<file path="src/rtl/bm_arbiter_sequencer.sv">
// Shares one external 8-bit BitManipulation unit between two requesters.
// Each accepted request is iterated one bit per cycle through the BM unit.
// The optional macro BMSEQ_FIXED_PRIO_EN makes req0 always win over req1.
`timescale 1ns/1ps
module bm_arbiter_sequencer #(
    parameter int DATA_W = 8,
    parameter int AMT_W  = 3
) (
    input  logic              clk,
    input  logic              rst,
    input  logic              req0_valid,
    output logic              req0_ready,
    input  logic [DATA_W-1:0] req0_data,
    input  logic [1:0]        req0_op,
    input  logic [AMT_W-1:0]  req0_amt,
    input  logic              req1_valid,
    output logic              req1_ready,
    input  logic [DATA_W-1:0] req1_data,
    input  logic [1:0]        req1_op,
    input  logic [AMT_W-1:0]  req1_amt,
    output logic              rsp_valid,
    output logic              rsp_id,
    output logic [DATA_W-1:0] rsp_data,
    output logic              rsp_carry,
    output logic              busy,
    output logic [DATA_W-1:0] bm_data_in,
    output logic              bm_enable_shift,
    output logic              bm_direction_shift,
    output logic              bm_enable_rotate,
    output logic              bm_direction_rotate,
    input  logic [DATA_W-1:0] bm_data_out,
    input  logic              bm_carry
);

    typedef enum logic [1:0] {IDLE, RUN, RESP} state_t;

    localparam logic [1:0] OP_SHL = 2'b00;
    localparam logic [1:0] OP_SHR = 2'b01;
    localparam logic [1:0] OP_ROL = 2'b10;
    localparam logic [1:0] OP_ROR = 2'b11;

    state_t            state, state_nxt;
    logic [DATA_W-1:0] work_q;
    logic [1:0]        op_q;
    logic [AMT_W-1:0]  cnt_q;
    logic              id_q;

    logic              gnt0, gnt1, accept;
    logic [DATA_W-1:0] sel_data;
    logic [1:0]        sel_op;
    logic [AMT_W-1:0]  sel_amt;

`ifndef BMSEQ_FIXED_PRIO_EN
    // Index of the requester granted most recently; reset value lets req0 win the first tie.
    logic last_gnt;
`endif

    always_comb begin
        gnt0 = 1'b0;
        gnt1 = 1'b0;
        if (state == IDLE) begin
`ifdef BMSEQ_FIXED_PRIO_EN
            gnt0 = req0_valid;
            gnt1 = req1_valid & ~req0_valid;
`else
            if (req0_valid && req1_valid) begin
                gnt0 = last_gnt;
                gnt1 = ~last_gnt;
            end else begin
                gnt0 = req0_valid;
                gnt1 = req1_valid;
            end
`endif
        end
    end

    assign req0_ready = gnt0;
    assign req1_ready = gnt1;
    assign accept     = gnt0 | gnt1;
    assign sel_data   = gnt1 ? req1_data : req0_data;
    assign sel_op     = gnt1 ? req1_op   : req0_op;
    assign sel_amt    = gnt1 ? req1_amt  : req0_amt;

    always_comb begin
        state_nxt = state;
        case (state)
            IDLE: if (accept) state_nxt = (sel_amt == '0) ? RESP : RUN;
            RUN:  if (cnt_q == AMT_W'(1)) state_nxt = RESP;
            RESP: state_nxt = IDLE;
            default: state_nxt = IDLE;
        endcase
    end

    always_comb begin
        bm_enable_shift     = 1'b0;
        bm_direction_shift  = 1'b0;
        bm_enable_rotate    = 1'b0;
        bm_direction_rotate = 1'b0;
        if (state == RUN) begin
            case (op_q)
                OP_SHL: bm_enable_shift = 1'b1;
                OP_SHR: begin
                    bm_enable_shift    = 1'b1;
                    bm_direction_shift = 1'b1;
                end
                OP_ROL: bm_enable_rotate = 1'b1;
                OP_ROR: begin
                    bm_enable_rotate    = 1'b1;
                    bm_direction_rotate = 1'b1;
                end
                default: ;
            endcase
        end
    end

    assign bm_data_in = work_q;
    assign busy       = (state != IDLE);
    assign rsp_valid  = (state == RESP);

    // Response registers load only on the edge entering RESP so they hold afterwards.
    always_ff @(posedge clk) begin
        if (rst) begin
            state     <= IDLE;
            work_q    <= '0;
            op_q      <= '0;
            cnt_q     <= '0;
            id_q      <= 1'b0;
            rsp_id    <= 1'b0;
            rsp_data  <= '0;
            rsp_carry <= 1'b0;
`ifndef BMSEQ_FIXED_PRIO_EN
            last_gnt  <= 1'b1;
`endif
        end else begin
            state <= state_nxt;
            if (accept) begin
                work_q <= sel_data;
                op_q   <= sel_op;
                cnt_q  <= sel_amt;
                id_q   <= gnt1;
`ifndef BMSEQ_FIXED_PRIO_EN
                last_gnt <= gnt1;
`endif
                if (sel_amt == '0) begin
                    rsp_id    <= gnt1;
                    rsp_data  <= sel_data;
                    rsp_carry <= 1'b0;
                end
            end
            if (state == RUN) begin
                work_q <= bm_data_out;
                cnt_q  <= cnt_q - AMT_W'(1);
                if (cnt_q == AMT_W'(1)) begin
                    rsp_id    <= id_q;
                    rsp_data  <= bm_data_out;
                    rsp_carry <= bm_carry;
                end
            end
        end
    end

endmodule

</file>
<file path="config.mk">
export PLATFORM = sky130hd
export DESIGN_NAME = bm_arbiter_sequencer
export DESIGN_NICKNAME = d
export VERILOG_FILES = /design/src/rtl/bm_arbiter_sequencer.sv
export SDC_FILE = /design/constraint.sdc
export NUM_CORES = 1
export LEC_CHECK = 0
export ABC_AREA = 1
export CORE_ASPECT_RATIO = 0.8
export CORE_MARGIN = 2
export CORE_UTILIZATION = 38
export DETAILED_ROUTE_END_ITERATION = 12
export GPL_ROUTABILITY_DRIVEN = 0
export PLACE_DENSITY = 0.76
export SLEW_MARGIN = 20
export SYNTH_ARGS = -nofsm -noshare
export SYNTH_HDL_FRONTEND = slang
export SYNTH_SLANG_ARGS = --single-unit
export TNS_END_PERCENT = 20
</file>
<file path="constraint.sdc">
create_clock -name clk -period 1.4 [get_ports clk]
set_clock_uncertainty 0.15 [all_clocks]
set_input_delay 0.35 -clock clk [delete_from_list [all_inputs] [get_ports clk]]
set_output_delay 0.35 -clock clk [all_outputs]
set_load 0.02 [all_outputs]
</file>
==> impl_metrics.csv, run 1 <==
group,metric,value,unit
floorplan,fp-row-count,20,
detailed_routing,vias_per_cell,4.87,
status,status,"finished with violations",
final_layout,regArea,547,um2
synth,synth.area.mux_share,0,%
synth,yosys.area_share.adder,1.60,%
setup_path,crit_chain,"nor2_4 -> nand3_4 -> buf_4 -> inv_4 -> buf_6",
detailed_routing,vias,1893,
floorplan,core,3880,um2
floorplan,initial_core_util,40.2,%
clocking,clk_path_buf_depth,2,
floorplan,fp.dieH,61.3,um
place,portBuffers,64,
synth,syn_area,1560,um2
final_layout,final_cell_area,2630,um2
detailed_routing,wl,5020,um
sta,hold_ws,0.315,ns
min_path,min-delay-start,"rsp_carry",
final_layout,layout.cells.most_common,"nand2_1",
sta,min_period_over_period,121,%
power_and_ir_drop,powerDensity,1220,nW/um2
final_layout,multi_input_area,970,um2
sta,final-setup-viol-count,34,
floorplan,num_io_pins,65,
synth,async_reset_ff_share,0,%
synth,synth.distinct_cells,29,
clocking,cts.sinks,27,
synth,synth-xor-area-share,0,%
place,dp_hpwl,3600,um
detailed_routing,final_antenna_net_count,0,
sta,finalCriticalPeriod,1.69,ns
synth,synth-simple-area-share,35.7,%
setup_path,slowest_delay,0.37,ns
synth,ys.flop_type,"dfxtp_1",
power_and_ir_drop,power.internal,0.00190,W
setup_path,crit_fanout,4,
setup_path,cp-startpoint,"state[0]",
synth,syn_nets,280,
final_layout,drive_gt1_share,30.8,%
floorplan,die_area,4640,um2
final_layout,fillers,352,
power_and_ir_drop,comb_power_share,54.4,%
power_and_ir_drop,p_sw_share,40.8,%
clocking,hold_buffers,0,
setup_path,r2r-start,"state[0]",
flow_run,max-cap-violations,0,
setup_path,worst-path-buf-inv,3,
detailed_routing,firstDrtPassIters,4,
synth,synth_top_family_by_area,"simple AND/OR/NAND/NOR gates",
setup_path,crit_required,0.90,ns
final_layout,mostFrequentLayoutCells,"nand2_1, clkdlybuf4s50_1, inv_1",
clocking,cts_tree,"yes",
final_layout,nNetsFinal,376,
clocking,insertion_delay,0.28,ns
power_and_ir_drop,switching_power,0.00131,W
place,place_area,2510,um2
min_path,min_to,"rsp_carry",
synth,synth-edff-count,0,
sta,fmax,591,MHz
synth,synth-seq-cells,27,
sta,worst_slack,-0.293,ns
global_routing,grt_pass1_vias,1692,
power_and_ir_drop,p_leak,1.30,nW
floorplan,fp.dieW,75.6,um
sta,maxSlewHeadroom,81.4,%
power_and_ir_drop,ir_drop,0.826,mV
place,place_ws,-0.889,ns
detailed_routing,drc,0,
min_path,whs_path_depth,2,
power_and_ir_drop,clkPwrFrac,14.2,%
final_layout,areaGrowthSynthToFinish,68.5,%
setup_path,critPathTopFamily,"flip-flops",
global_routing,gr-total-overflow,0,
setup_path,critical_path_class,"reg2out",
setup_path,r2r-end,"rsp_id",
sta,worstMarginPinSlew,0.275,ns
synth,postSynthCellCount,239,
sta,slew_violations,0,
min_path,hold_path.class,"reg2reg",
clocking,ctsHtreeMaxLevel,1,
setup_path,cpMaxStageDelayCell,"dfxtp_4",
setup_path,crit_path_end_kind,"primary output",
global_routing,grt_max_degree,23,
synth,synth_compound_area_share,15.4,%
status,violations,"setup timing",
final_layout,antenna_cells,0,
detailed_routing,wire_per_inst,12.9,um
sta,rsz0062_at_grt,"yes",
setup_path,rr_worst_depth,8,
synth,seq_area_frac_synth,34.6,%
setup_path,cp-start-kind,"flop",
global_routing,track_usage,21.9,%
clocking,path_clk_slew,0.10,ns
setup_path,crit_arrival,1.19,ns
synth,avgSynthCellArea,6.53,um2
global_routing,grt_antenna_before_repair,0,
clocking,cts_made_buffers,3,
sta,finalHoldViolCount,0,
synth,ys_warn_count,0,
global_routing,grt_pass1_wl,7690,um
clocking,cts_root_buffer,"clkbuf_8",
detailed_routing,drtIter0Drc,82,
setup_path,r2r_slack,-0.27,ns
power_and_ir_drop,totalPowerFinal,0.00321,W
power_and_ir_drop,p_seq_share,31.4,%
what timing repair did:
action	in CTS	in global routing
gates resized for setup	128	30
endpoints found under the setup margin	53	47
gates cloned	1	1
buffers inserted	1	1
pin swaps	7	10
worst reg2reg max path, stage by stage (launching register included):
cell,delay [ns]
dfxtp_4,0.37
nor2_4,0.12
nand3_4,0.09
buf_6,0.14
o21ai_4,0.25
buf_6,0.18
nand2_4,0.06
o21ai_2,0.13
a21oi_2,0.06
synthesized netlist by cell type, types with 3 or more instances:
cell	instances	share of area, %
o21ai_1	3	0.96
a21oi_1	9	2.9
a31oi_1	9	3.6
dfxtp_1	27	35
o21ai_0	12	3.8
nand4_1	12	4.8
nand3_1	12	3.8
inv_1	38	9.1
nand2_1	81	19
clkbuf_1	4	0.96
nor2_1	5	1.2
buf_2	5	1.6
per-stage QoR:
stage          utilization (%)  TNS [ns]  instances
6_report                  67.8     -6.50        389
3_3_place_gp              64.7    -21.88        381
5_1_grt                   67.8     -9.38        389
2_1_floorplan                -     -1.33        239
4_1_cts                   67.9     -6.56        387
3_5_place_dp              64.7    -23.23        381
routing by layer:
metal / GRT usage [%] / vias up / routed length, um
li1: - / 971 / -
met1: 28.6 / 830 / 2310
met2: 37.0 / 83 / 2270
met3: 5.89 / 9 / 394
met4: 4.01 / 0 / 46
met5: 0 / - / 0
worst max-delay path by stage:
stage / to / slack [ns] / depth (start not counted)
2_1_floorplan: rsp_id / -0.13 / 9
3_3_place_gp: req0_ready / -0.85 / 6
6_report: req1_ready / -0.29 / 5
3_5_place_dp: req0_ready / -0.89 / 6
4_1_cts: rsp_data[3] / -0.27 / 11
5_1_grt: rsp_id / -0.38 / 9
final cells by class:
type	instances	share of cell area, %
clock buffer	3	1.57
inverter	39	5.76
clock inverter	1	0.190
sequential	27	20.8
multi-input combinational	165	36.9
timing repair buffer	99	32.2
tap	55	2.62
cell families (layout without fill, tap and decap cells):
family | Yosys count | count (layout)
AOI/OAI and AO/OA | 41 | 41
adders and majority gates | 2 | 2
buffers and inverters | 49 | 142
DFF | 27 | 27
and+or+nand+nor | 120 | 122
sequential cells by signal, indices dropped and copies added, names as in the netlist:
register    flops
bm_data_in      8
cnt_q           3
id_q            1
last_gnt        1
op_q            2
rsp_carry       1
rsp_data        8
rsp_id          1
state           2
power by group through the flow:
| stage | clock [W] | combinational (W) | sequential (W) |
|---|---|---|---|
| final | 0.000455 | 0.00175 | 0.00101 |
| after global routing | 0.000493 | 0.00190 | 0.00103 |
| after CTS | 0.000465 | 0.00170 | 0.00101 |
| after detailed placement | 0 | 0.00163 | 0.00102 |
| after global placement | 0 | 0.00160 | 0.00102 |
| after floorplan | 0 | 0.000736 | 0.00112 |
(Power assumes the default switching activity.)
==> run 2: changes to the inputs <==
--- a/config.mk
+++ b/config.mk
@@ -6,12 +6,14 @@
 export NUM_CORES = 1
 export LEC_CHECK = 0
 export ABC_AREA = 1
+export CELL_PAD_IN_SITES_DETAIL_PLACEMENT = 1
+export CELL_PAD_IN_SITES_GLOBAL_PLACEMENT = 1
 export CORE_ASPECT_RATIO = 0.8
-export CORE_MARGIN = 2
-export CORE_UTILIZATION = 38
+export CORE_MARGIN = 5
+export CORE_UTILIZATION = 26
 export DETAILED_ROUTE_END_ITERATION = 12
 export GPL_ROUTABILITY_DRIVEN = 0
-export PLACE_DENSITY = 0.76
+export PLACE_DENSITY = 0.77
 export SLEW_MARGIN = 20
 export SYNTH_ARGS = -nofsm -noshare
 export SYNTH_HDL_FRONTEND = slang
==> impl_metrics.csv, run 2 (synthesis gave the netlist of run 1 again) <==
group,metric,value,unit
setup_path,crit_arrival,1.79,ns
final_layout,multi_input_area,976,um2
power_and_ir_drop,p_leak,1.37,nW
global_routing,grt_pass1_wl,10700,um
final_layout,fillers,761,
final_layout,regArea,549,um2
final_layout,layout.cells.most_common,"nand2_1",
global_routing,track_usage,17.0,%
final_layout,mostFrequentLayoutCells,"nand2_1, buf_4, clkdlybuf4s50_1",
clocking,insertion_delay,0.28,ns
floorplan,initial_core_util,26.5,%
clocking,hold_buffers,0,
setup_path,crit_chain,"nor2_4 -> nand3_4 -> buf_6 -> buf_6 -> nand2_4 -> nand2_4 -> nor2_8 -> buf_12 -> nand4_1 -> nand2_1 -> a21oi_1",
power_and_ir_drop,ir_drop,0.423,mV
clocking,cts_root_buffer,"clkbuf_8",
setup_path,slowest_delay,0.38,ns
sta,worstMarginPinSlew,0.272,ns
final_layout,nNetsFinal,387,
final_layout,final_cell_area,2820,um2
power_and_ir_drop,powerDensity,1230,nW/um2
global_routing,grt_antenna_before_repair,0,
min_path,hold_path.class,"reg2reg",
floorplan,fp-row-count,25,
power_and_ir_drop,totalPowerFinal,0.00347,W
global_routing,grt_pass1_vias,2197,
detailed_routing,drtIter0Drc,73,
sta,tns,-7.82,ns
place,place_ws,-0.945,ns
floorplan,die_area,7660,um2
flow_run,max-cap-violations,0,
place,dp_hpwl,4740,um
setup_path,cp-start-kind,"flop",
detailed_routing,drc,0,
sta,min_period_over_period,125,%
final_layout,areaGrowthSynthToFinish,80.6,%
clocking,cts_tree,"yes",
detailed_routing,wl,6770,um
global_routing,gr-total-overflow,0,
sta,maxSlewHeadroom,81.8,%
final_layout,antenna_cells,0,
setup_path,crit_path_end_kind,"flop",
setup_path,crit_required,1.43,ns
detailed_routing,wire_per_inst,15.9,um
sta,final-setup-viol-count,35,
floorplan,num_io_pins,65,
status,violations,"setup timing",
floorplan,fp.dieW,96.6,um
detailed_routing,vias_per_cell,4.80,
status,status,"finished with violations",
floorplan,fp.dieH,79.3,um
clocking,clk_path_buf_depth,2,
place,portBuffers,64,
global_routing,grt_max_degree,21,
floorplan,core,5880,um2
place,place_area,2580,um2
sta,worst_slack,-0.355,ns
detailed_routing,final_antenna_net_count,0,
sta,finalHoldViolCount,0,
clocking,cts_made_buffers,3,
sta,rsz0062_at_grt,"yes",
final_layout,drive_gt1_share,35.1,%
setup_path,critical_path_class,"reg2reg",
setup_path,critPathTopFamily,"simple AND/OR/NAND/NOR gates",
sta,fmax,570,MHz
setup_path,crit_fanout,6,
clocking,path_clk_slew,0.10,ns
detailed_routing,vias,2046,
setup_path,cpMaxStageDelayCell,"dfxtp_4",
setup_path,worst-path-buf-inv,3,
sta,slew_violations,0,
clocking,cts.sinks,27,
clocking,ctsHtreeMaxLevel,1,
detailed_routing,firstDrtPassIters,4,
sta,finalCriticalPeriod,1.76,ns
-- run 2: cell types whose count changed in the layout (fill, tap and decap cells not counted), sizes merged --
| cell | delta |
|---|---|
| buf | +10 |
| clkbuf | +3 |
| clkinv | +1 |
| dlygate4sd2 | -1 |
| inv | -1 |
| nor2 | -1 |
-- run 2: area by class of cell --
type,count,share of cell area (%)
timing repair buffer,111,34.7
clock buffer,3,1.47
inverter,39,5.91
tap,81,3.60
clock inverter,1,0.178
multi-input combinational,164,34.6
sequential,27,19.5
-- run 2: worst min-delay path, stage by stage, from the launching register on --
cell and delay [ns]:
dfxtp_1 0.32, nand2_1 0.06, a21oi_1 0.05
-- run 2: per-stage QoR --
| stage | util (%) | std cells | hold slack (ns) |
|---|---|---|---|
| 2_1_floorplan | - | 239 | 0.269 |
| 3_3_place_gp | 43.8 | 413 | 0.293 |
| 3_5_place_dp | 43.8 | 413 | 0.299 |
| 4_1_cts | 47.3 | 425 | 0.314 |
| 5_1_grt | 47.9 | 426 | 0.336 |
| 6_report | 47.9 | 426 | 0.313 |
-- run 2: repair_timing --
item / CTS / global route
resized for setup: 140 / 44
cloned: 0 / 1
buffers inserted: 8 / 0
endpoints found under the setup margin: 53 / 46
pin swaps: 14 / 5
endpoints found under the hold margin: 0 / 0
-- run 2: layer usage --
layer	global-route usage, %	part of all wire, %	vias up	wire length, um
met5	0	0	-	0
met4	2.66	0.87	0	59
met3	4.65	5.9	6	398
met2	29.7	48	74	3260
met1	21.3	45	981	3050
li1	-	-	985	-
-- run 2: path summary, 6_finish.rpt --
path	start	cells past startpoint	slack [ns]	end
setup reg to reg	state[0]	11	-0.36	rsp_data[5]
hold / removal	id_q	2	0.31	id_q
hold reg to reg	id_q	2	0.31	id_q
setup / recovery	state[0]	11	-0.36	rsp_data[5]
-- run 2: report_power, final --
group,switching (W),internal [W],leakage (nW)
Sequential,0.0000952,0.000919,0.224
Clock,0.000270,0.000200,0.0255
Combinational,0.00109,0.000899,1.12
